$ cat config.mk
export PLATFORM = sky130hd
export DESIGN_NAME = wb_port_arbiter_flat
export DESIGN_NICKNAME = d
export VERILOG_FILES = /design/src/rtl/wb_port_arbiter_pkg.sv /design/src/rtl/wb_port_arbiter_if.sv /design/src/rtl/wb_port_arbiter_rr_arbiter2.sv /design/src/rtl/wb_port_arbiter.sv /design/src/flat_wrapper.sv
export SDC_FILE = /design/constraint.sdc
export NUM_CORES = 1
export LEC_CHECK = 0
export CORE_MARGIN = 10
export CORE_UTILIZATION = 38
export CTS_BUF_LIST = sky130_fd_sc_hd__clkbuf_8
export CTS_CLUSTER_SIZE = 24
export DETAILED_ROUTE_END_ITERATION = 10
export PLACE_DENSITY = 0.89
export SYNTH_ARGS = -nofsm -noshare
export SYNTH_HDL_FRONTEND = slang
export SYNTH_SLANG_ARGS = --single-unit
export TNS_END_PERCENT = 5
$ cat constraint.sdc
create_clock -name Clk -period 1.2 [get_ports Clk]
set_input_delay 0.12 -clock Clk [delete_from_list [all_inputs] [get_ports Clk]]
set_output_delay 0.12 -clock Clk [all_outputs]
set_load 0.03 [all_outputs]
$ cat src/rtl/wb_port_arbiter_pkg.sv
`default_nettype none
// ============================================================================
// Module   : wb_port_arbiter_pkg
// Purpose  : Shared constants and types for the writeback port arbiter:
//            mux select encodings, priority pointer encoding, default widths.
// Revision : 1.0  initial release
// ============================================================================
package wb_port_arbiter_pkg;

   // Default widths for the register-file write port
   localparam int DEF_DATA_W = 32;
   localparam int DEF_ADDR_W = 5;

   // Destination-register mux select values (1 passes requester A)
   localparam logic SEL_A = 1'b1;
   localparam logic SEL_B = 1'b0;

   // Round-robin priority pointer: names the side that wins a tie
   typedef enum logic {
      PRI_B = 1'b0,
      PRI_A = 1'b1
   } pri_e;

endpackage : wb_port_arbiter_pkg
`default_nettype wire

$ cat src/rtl/wb_port_arbiter_if.sv
`default_nettype none
// ============================================================================
// Module   : wb_port_arbiter_if
// Purpose  : Bundle of the two writeback request channels and the
//            register-file write port. The slave side is the arbiter; the
//            master side is the requesters together with the register file.
// Revision : 1.0  initial release
// ============================================================================
interface wb_port_arbiter_if #(
   parameter int DATA_W = wb_port_arbiter_pkg::DEF_DATA_W,
   parameter int ADDR_W = wb_port_arbiter_pkg::DEF_ADDR_W
) ();

   // Requester A (ALU / primary path)
   logic              ReqA;
   logic [ADDR_W-1:0] AddrA;
   logic [DATA_W-1:0] DataA;
   logic              AckA;

   // Requester B (load / secondary path)
   logic              ReqB;
   logic [ADDR_W-1:0] AddrB;
   logic [DATA_W-1:0] DataB;
   logic              AckB;

   // Register-file write port and status
   logic              MuxSel;
   logic              WrEn;
   logic [ADDR_W-1:0] WrAddr;
   logic [DATA_W-1:0] WrData;
   logic              Busy;

   modport slave (
      input  ReqA, AddrA, DataA,
      input  ReqB, AddrB, DataB,
      output AckA, AckB, MuxSel, WrEn, WrAddr, WrData, Busy
   );

   modport master (
      output ReqA, AddrA, DataA,
      output ReqB, AddrB, DataB,
      input  AckA, AckB, MuxSel, WrEn, WrAddr, WrData, Busy
   );

endinterface : wb_port_arbiter_if
`default_nettype wire

$ cat src/rtl/wb_port_arbiter_rr_arbiter2.sv
`default_nettype none
// ============================================================================
// Module   : wb_port_arbiter_rr_arbiter2
// Purpose  : Two-way round-robin arbiter (rr_arbiter2). A request raised in
//            the same cycle as its own acknowledge is treated as already
//            consumed. The pointer flips to the other side after each grant
//            and holds when nothing is granted.
// Revision : 1.0  initial release
// ============================================================================
module wb_port_arbiter_rr_arbiter2 (
   input  logic Clk,
   input  logic Rst,
   input  logic req_a,
   input  logic req_b,
   input  logic ack_a,
   input  logic ack_b,
   output logic grant_a,
   output logic grant_b
);
   import wb_port_arbiter_pkg::*;

   pri_e pri_q;
   pri_e pri_d;
   logic elig_a;
   logic elig_b;

   assign elig_a = req_a & ~ack_a;
   assign elig_b = req_b & ~ack_b;

   // Grant: a lone eligible side wins, a tie goes to the side the pointer names
   always_comb begin
      grant_a = 1'b0;
      grant_b = 1'b0;
      if (elig_a && elig_b) begin
         grant_a = (pri_q == PRI_A);
         grant_b = (pri_q == PRI_B);
      end else begin
         grant_a = elig_a;
         grant_b = elig_b;
      end
   end

   // Pointer next state: hand priority to the side that just lost out
   always_comb begin
      pri_d = pri_q;
      if (grant_a) begin
         pri_d = PRI_B;
      end else if (grant_b) begin
         pri_d = PRI_A;
      end
   end

   // Pointer register, A favoured out of reset
   always_ff @(posedge Clk) begin
      if (Rst) begin
         pri_q <= PRI_A;
      end else begin
         pri_q <= pri_d;
      end
   end

endmodule : wb_port_arbiter_rr_arbiter2
`default_nettype wire

$ cat src/rtl/wb_port_arbiter.sv
`default_nettype none
// ============================================================================
// Module   : wb_port_arbiter
// Purpose  : Shares the register-file write port between the ALU (A) and
//            load (B) writeback paths. Grants round-robin, then presents a
//            registered write address/data/enable one cycle later together
//            with a one-cycle acknowledge. Writes to register $0 are
//            acknowledged but never enabled.
// Revision : 1.0  initial release
// ============================================================================
module wb_port_arbiter #(
   parameter int DATA_W = wb_port_arbiter_pkg::DEF_DATA_W,
   parameter int ADDR_W = wb_port_arbiter_pkg::DEF_ADDR_W
) (
   input  logic              Clk,
   input  logic              Rst,
   wb_port_arbiter_if.slave  bus
);
   import wb_port_arbiter_pkg::*;

   logic              grant_a;
   logic              grant_b;

   logic              ack_a_q,   ack_a_d;
   logic              ack_b_q,   ack_b_d;
   logic              mux_sel_q, mux_sel_d;
   logic              wr_en_q,   wr_en_d;
   logic [ADDR_W-1:0] wr_addr_q, wr_addr_d;
   logic [DATA_W-1:0] wr_data_q, wr_data_d;

   wb_port_arbiter_rr_arbiter2 u_rr (
      .Clk     (Clk),
      .Rst     (Rst),
      .req_a   (bus.ReqA),
      .req_b   (bus.ReqB),
      .ack_a   (ack_a_q),
      .ack_b   (ack_b_q),
      .grant_a (grant_a),
      .grant_b (grant_b)
   );

   // Next output values: load the granted side, otherwise hold select/addr/data
   always_comb begin
      ack_a_d   = grant_a;
      ack_b_d   = grant_b;
      mux_sel_d = mux_sel_q;
      wr_addr_d = wr_addr_q;
      wr_data_d = wr_data_q;
      wr_en_d   = 1'b0;
      if (grant_a) begin
         mux_sel_d = SEL_A;
         wr_addr_d = bus.AddrA;
         wr_data_d = bus.DataA;
         wr_en_d   = (bus.AddrA != '0);
      end else if (grant_b) begin
         mux_sel_d = SEL_B;
         wr_addr_d = bus.AddrB;
         wr_data_d = bus.DataB;
         wr_en_d   = (bus.AddrB != '0);
      end
   end

   // Output registers; reset discards any request pending at the same edge
   always_ff @(posedge Clk) begin
      if (Rst) begin
         ack_a_q   <= 1'b0;
         ack_b_q   <= 1'b0;
         mux_sel_q <= SEL_A;
         wr_en_q   <= 1'b0;
         wr_addr_q <= '0;
         wr_data_q <= '0;
      end else begin
         ack_a_q   <= ack_a_d;
         ack_b_q   <= ack_b_d;
         mux_sel_q <= mux_sel_d;
         wr_en_q   <= wr_en_d;
         wr_addr_q <= wr_addr_d;
         wr_data_q <= wr_data_d;
      end
   end

   assign bus.AckA   = ack_a_q;
   assign bus.AckB   = ack_b_q;
   assign bus.MuxSel = mux_sel_q;
   assign bus.WrEn   = wr_en_q;
   assign bus.WrAddr = wr_addr_q;
   assign bus.WrData = wr_data_q;
   assign bus.Busy   = (bus.ReqA & ~ack_a_q) | (bus.ReqB & ~ack_b_q);

endmodule : wb_port_arbiter
`default_nettype wire

$ cat src/flat_wrapper.sv
// flat-port wrapper written by rule: the top's interface ports become plain ports
module wb_port_arbiter_flat import wb_port_arbiter_pkg::*;
#(
   parameter int DATA_W = wb_port_arbiter_pkg::DEF_DATA_W,
   parameter int ADDR_W = wb_port_arbiter_pkg::DEF_ADDR_W
)
  (Clk, Rst, bus_ReqA, bus_AddrA, bus_DataA, bus_ReqB, bus_AddrB, bus_DataB, bus_AckA, bus_AckB, bus_MuxSel, bus_WrEn, bus_WrAddr, bus_WrData, bus_Busy);
  wb_port_arbiter_if #(.DATA_W(DATA_W), .ADDR_W(ADDR_W)) bus_i ();
  input  logic Clk;
  input  logic Rst;
  input wire logic [$bits(bus_i.ReqA)-1:0] bus_ReqA;
  input wire logic [$bits(bus_i.AddrA)-1:0] bus_AddrA;
  input wire logic [$bits(bus_i.DataA)-1:0] bus_DataA;
  input wire logic [$bits(bus_i.ReqB)-1:0] bus_ReqB;
  input wire logic [$bits(bus_i.AddrB)-1:0] bus_AddrB;
  input wire logic [$bits(bus_i.DataB)-1:0] bus_DataB;
  output wire logic [$bits(bus_i.AckA)-1:0] bus_AckA;
  output wire logic [$bits(bus_i.AckB)-1:0] bus_AckB;
  output wire logic [$bits(bus_i.MuxSel)-1:0] bus_MuxSel;
  output wire logic [$bits(bus_i.WrEn)-1:0] bus_WrEn;
  output wire logic [$bits(bus_i.WrAddr)-1:0] bus_WrAddr;
  output wire logic [$bits(bus_i.WrData)-1:0] bus_WrData;
  output wire logic [$bits(bus_i.Busy)-1:0] bus_Busy;
  assign bus_i.ReqA = bus_ReqA;
  assign bus_i.AddrA = bus_AddrA;
  assign bus_i.DataA = bus_DataA;
  assign bus_i.ReqB = bus_ReqB;
  assign bus_i.AddrB = bus_AddrB;
  assign bus_i.DataB = bus_DataB;
  assign bus_AckA = bus_i.AckA;
  assign bus_AckB = bus_i.AckB;
  assign bus_MuxSel = bus_i.MuxSel;
  assign bus_WrEn = bus_i.WrEn;
  assign bus_WrAddr = bus_i.WrAddr;
  assign bus_WrData = bus_i.WrData;
  assign bus_Busy = bus_i.Busy;
  wb_port_arbiter #(.DATA_W(DATA_W), .ADDR_W(ADDR_W)) u_core (.Clk(Clk), .Rst(Rst), .bus(bus_i));
endmodule
== Word-level counts from Yosys, hierarchy flattened ==
Index checks and enable logic that the tools add are counted.
Word-level totals
  output and inout bits: 42
  logic and storage cells: 28
  input port bits: 78
  bits in registers: 42
Cells by class
  reduce and logical (&&, ||, !) cells: 5
  mux-type cells: 10
  bitwise logic cells: 6
Operators with widths (count)
  two-way mux 32 bit: 2
  two-way mux 5 bit: 2
  nonzero test 5 bit: 2
  two-way mux 1 bit: 6
  NOT 1 bit: 3
  AND 1 bit: 2
  nonzero test 2 bit: 1
  OR reduction 2 bit: 1
  logical AND 1 bit: 1
  OR 1 bit: 1

== Depth between registers and ports, before layout ==
  depth in word-level cells: 6
  mapped depth: 5
  gate-level depth less buffers: 3

== Hierarchy ==
A second synthesis with hierarchy kept.
Unflattened totals
  cells, all modules: 187
  area, all modules: 1981.9 um^2
By module, submodules not included
  wb_port_arbiter: area an instance 1916.8 um^2, cells an instance 179, instances 1, sequential area each 820.8 um^2
  wb_port_arbiter_rr_arbiter2: area an instance 65.1 um^2, cells an instance 8, instances 1, sequential area each 20.0 um^2

== Worst setup path after synthesis ==
Ideal clock, no wire load.
  path kind: reg2reg
  start point: register u_core.ack_b_q (netlist: u_core.bus.AckB)
  end point: register u_core.wr_addr_q[0] (netlist: u_core.bus.WrAddr[0])
  clock period less this slack: 1.349 ns
  arrival: 1.261 ns
  cell stages (with the launch flop): 6
  buffers on the path: 2
  slack: -0.149 ns
  data required time: 1.112 ns
  setup time: 0.088 ns
  cell sequence: dfxtp_1 > nand2b_1 > buf_6 > buf_12 > a211oi_2 > nor4_2
Between the ends
  word-level cells in the longest chain between the ends: 5
  elaborated cells between the ends (all ways): 7
  classes of those cells: mux (3); bitwise (2); reduce/logical (2)
Ends and longest elaborated chain
  start: declaration: RTL line wb_port_arbiter.sv:25  | logic ack_b_q, ack_b_d;
  start signal: assignment: RTL line wb_port_arbiter.sv:74  | ack_b_q <= ack_b_d;
  NOT 1 bit (*): RTL line wb_port_arbiter_rr_arbiter2.sv:28  | assign elig_b = req_b & ~ack_b;
  AND 1 bit (*): RTL line wb_port_arbiter_rr_arbiter2.sv:28
  logical AND 1 bit: RTL line wb_port_arbiter_rr_arbiter2.sv:34  | if (elig_a && elig_b) begin
  two-way mux 1 bit: RTL line wb_port_arbiter_rr_arbiter2.sv:34
  two-way mux 5 bit or nonzero test 2 bit (tied branches)
  end signal: assignment: RTL line wb_port_arbiter.sv:77  | wr_addr_q <= wr_addr_d;
  end: declaration: RTL line wb_port_arbiter.sv:28  | logic [ADDR_W-1:0] wr_addr_q, wr_addr_d;
Mark *: on every way between the ends. The rest lies on a longest branch, timed or not.
A chain may end at the register's enable or synchronous reset.

== Worst setup path in the final report ==
  start point: register u_core.ack_a_q (netlist: u_core.bus.AckA)
  end point: output port bus_Busy
Between the ends
  word-level cells in the longest chain between the ends: 3
Ends and longest elaborated chain
  start: declaration: RTL line wb_port_arbiter.sv:24  | logic ack_a_q, ack_a_d;
  start signal: assignment: RTL line wb_port_arbiter.sv:73  | ack_a_q <= ack_a_d;
  NOT 1 bit: RTL line wb_port_arbiter.sv:88  | assign bus.Busy = (bus.ReqA & ~ack_a_q) | (bus.ReqB & ~ack_b_q);
  AND 1 bit: RTL line wb_port_arbiter.sv:88
  OR 1 bit: RTL line wb_port_arbiter.sv:88
  end: declaration: RTL line flat_wrapper.sv:23  | output wire logic [$bits(bus_i.Busy)-1:0] bus_Busy;
Every way passes these cells.

==> impl_metrics.toml <==
[setup_path]
cpLargestDelayFamily = "flip-flops"
r2r_cells = 5
cp_num_buf_inv = 3
cp.depth = 5
critPathKind = "flip-flop to primary output"
max_stage_delay_ns = 0.35
cp_cell_sequence = "nor2b_4 -> buf_12 -> nor2_4 -> inv_2 -> buf_6"
timing.rr.start = "u_core.bus.AckA$_SDFF_PP0_"
r2r_slack_ns = -0.10
startpoint = "u_core.bus.AckA$_SDFF_PP0_"
start_kind = "flip-flop"
critPathRequiredTime_ns = 1.08
crit_arrival_ns = 1.21
slowest_stage = "dfxtp_2"
worst_setup_path_end_kind = "primary output"
crit_fanout = 8
r2r_end = "u_core.bus.WrData[9]$_SDFFE_PP0P_"
endpoint = "bus_Busy"

[route]
first_pass_iters = 4
vias_per_cell = 5.65
wire_per_inst_um = 19.4
first_iter_violations = 124
totalWireLength_um = 8680
num_vias = 2531
drcViolationCount = 0
ant_nets = 0

[clocking]
h-tree-depth = 2
root_buffer = "clkbuf_8"
insertion_delay_ns = 0.29
cts_buffer_depth = 2
path_clk_slew_ns = 0.08
cts_tree = "done"
clock_sinks = 42
numCtsBuffers = 5
hold_buffers = 0

[final_layout]
final-seq-area_um2 = 847
multi_input_area_um2 = 1440
nFillCells = 534
final_util = 0.635
antenna_cells = 0
final_layout_size_suffix_gt1_frac = 0.350
nets = 449
syn_to_final_growth_pct = 63.0

[synth]
synth_warnings = 0
syn-instance-count = 245
ys_types = 23
yosys_register_bits = 42
seq_area_frac_synth = 0.340
avgSynthCellArea_um2 = 10.1
syn_nets = 323
synthFlopType = "dfxtp_1"
synth_edf_count = 0
syn-cell-area_um2 = 2470
ys_async_sr_fraction = 0

[global_routing]
grt_max_degree = 45
grt_use_met3 = 0.0604
grt_antenna_before_repair = 0
busiest_layer = "met2"
grt_pass1_vias = 2685
grt_pass1_wl_um = 13200
grtUsageMet1 = 0.182
grt_use_met2 = 0.261
track_usage = 0.156
grt.overflow.total = 0

[sta]
finalClockSkew_ns = 0.00433
slew_headroom = 0.779
setup_viol = 39
rsz0062_at_grt = "yes"
slew_viol_final = 0
fin_crit_sh = 1.10
period_needed_ns = 1.33
tightestPinTransition_ns = 0.332
finalHoldViolations = 0
layout_setup_ws_ns = -0.126
clock.fmax_ghz = 0.754

[floorplanning]
initial_core_util = 0.390
die-width_um = 101
core_um2 = 6350
row_count = 29
io-pin-count = 120
die_h_um = 101
die_area_um2 = 10100

[placement]
dp.final_hpwl_um = 6220
gp_congestion = 0.780
numPortBuffers = 119

[pwr]
power.density_nw_per_um2 = 1030
vdd_drop_max_uv = 583
power_mw = 4.16
cellLeakagePower_nw = 1.45

[worst_hold_path]
hold_class = "input pin to flip-flop"

[run_status]
outcome = "finished, violations left"
violations = "negative setup slack"

[flow_run]
cap_viol_max_count = 0
## cell families (layout without fill, tap and decap cells)
| family | after synthesis | count (layout) | share of synthesized area |
|---|---|---|---|
| buffers and inverters | 36 | 162 | 0.0991 |
| AOI/OAI and AO/OA | 42 | 42 | 0.189 |
| and+or+nand+nor | 125 | 125 | 0.373 |
| DFF | 42 | 42 | 0.340 |
## worst min-delay path, delay by kind of cell
family	cells	cell delay [ns]
buffers and inverters	2	0.39
AND/OR/NAND/NOR	1	0.08
## how the worst min path moves through the flow
stage                              startpoint                        endpoint  cells past startpoint
3_3_place_gp   u_core.bus.MuxSel$_SDFFE_PP1P_  u_core.bus.MuxSel$_SDFFE_PP1P_                      1
6_report                                  Rst      u_core.bus.AckB$_SDFF_PP0_                      3
3_5_place_dp   u_core.bus.MuxSel$_SDFFE_PP1P_  u_core.bus.MuxSel$_SDFFE_PP1P_                      1
5_1_grt                                   Rst      u_core.bus.AckB$_SDFF_PP0_                      3
2_1_floorplan                    bus_AddrB[3]      u_core.bus.WrEn$_SDFF_PP0_                      2
4_1_cts                                   Rst      u_core.bus.WrEn$_SDFF_PP0_                      3
## power breakdown
group	switching (mW)	internal, mW
Sequential	0.0875	1.54
Clock	0.470	0.385
Combinational	0.897	0.786
Total	1.45	2.71
## layout make-up
class | count | area share
clock buffer | 5 | 0.0171
clock inverter | 2 | 0.00186
inverter | 2 | 0.00186
multi-input combinational | 167 | 0.358
sequential | 42 | 0.210
tap | 77 | 0.0239
timing repair buffer | 153 | 0.388
## through the flow
stage / instance area [um^2] / setup slack [ns] / std cells / setup TNS [ns] / hold WS (ns)
2_1_floorplan: 2480 / -0.0202 / 245 / -0.671 / 0.358
3_3_place_gp: 3840 / -0.337 / 433 / -11.96 / 0.473
3_5_place_dp: 3840 / -0.392 / 433 / -14.17 / 0.453
4_1_cts: 3890 / -0.207 / 440 / -1.61 / 0.321
5_1_grt: 4040 / -0.155 / 448 / -4.16 / 0.339
6_report: 4040 / -0.126 / 448 / -1.49 / 0.328
## cell usage after synthesis (2+ instances only)
cell type,number,area [um^2]
clkbuf_1,5,18.8
buf_4,2,15.0
buf_12,3,60.1
nor3_1,77,385
inv_1,2,7.51
nor4_2,37,463
buf_6,4,45.0
dfxtp_1,42,841
nor2_1,5,18.8
a211oi_1,7,52.6
buf_2,18,90.1
a211o_1,2,17.5
nand2b_1,2,12.5
a211oi_2,30,375
## state kept, by name, indices dropped and copies added, names as in the netlist
name	flops
u_core.bus.WrData	32
u_core.bus.WrAddr	5
u_core.bus.AckA	1
u_core.bus.AckB	1
u_core.bus.MuxSel	1
u_core.bus.WrEn	1
u_core.u_rr.pri_q	1
## layout by cell type (no fill, tap or decap)
cell and count:
a211o_1 2, a211oi_1 6, a211oi_2 31, a21oi_1 1
buf_12 9, buf_2 1, buf_4 21, buf_6 8
clkbuf_16 2, clkbuf_2 1, clkbuf_8 5, clkdlybuf4s15_1 10
clkdlybuf4s50_1 74, dfxtp_1 39, dfxtp_2 2, dfxtp_4 1
dlygate4sd2_1 27, inv_1 3, inv_2 1, nand2b_1 1
nand2b_2 1, nor2_1 3, nor2_2 1, nor2_4 1
nor2b_4 2, nor3_1 74, nor3_2 3, nor3b_4 1
nor4_2 37, o21bai_1 1, o221ai_2 1, or4_4 1
## what timing repair did
| action | CTS | global route |
|---|---|---|
| setup endpoints to repair | 76 | 52 |
| gates resized for setup | 43 | 25 |
| buffers inserted | 0 | 7 |
| cloned | 0 | 2 |
| hold endpoints to repair | 0 | 0 |
| pin swaps | 11 | 4 |
## layer usage
metal | up-vias | share of wire
met5 | - | 0
met4 | 0 | 0.0090
met3 | 8 | 0.089
met2 | 116 | 0.49
met1 | 1209 | 0.41
li1 | 1198 | -
No activity file was read; power rests on OpenSTA's default activity.
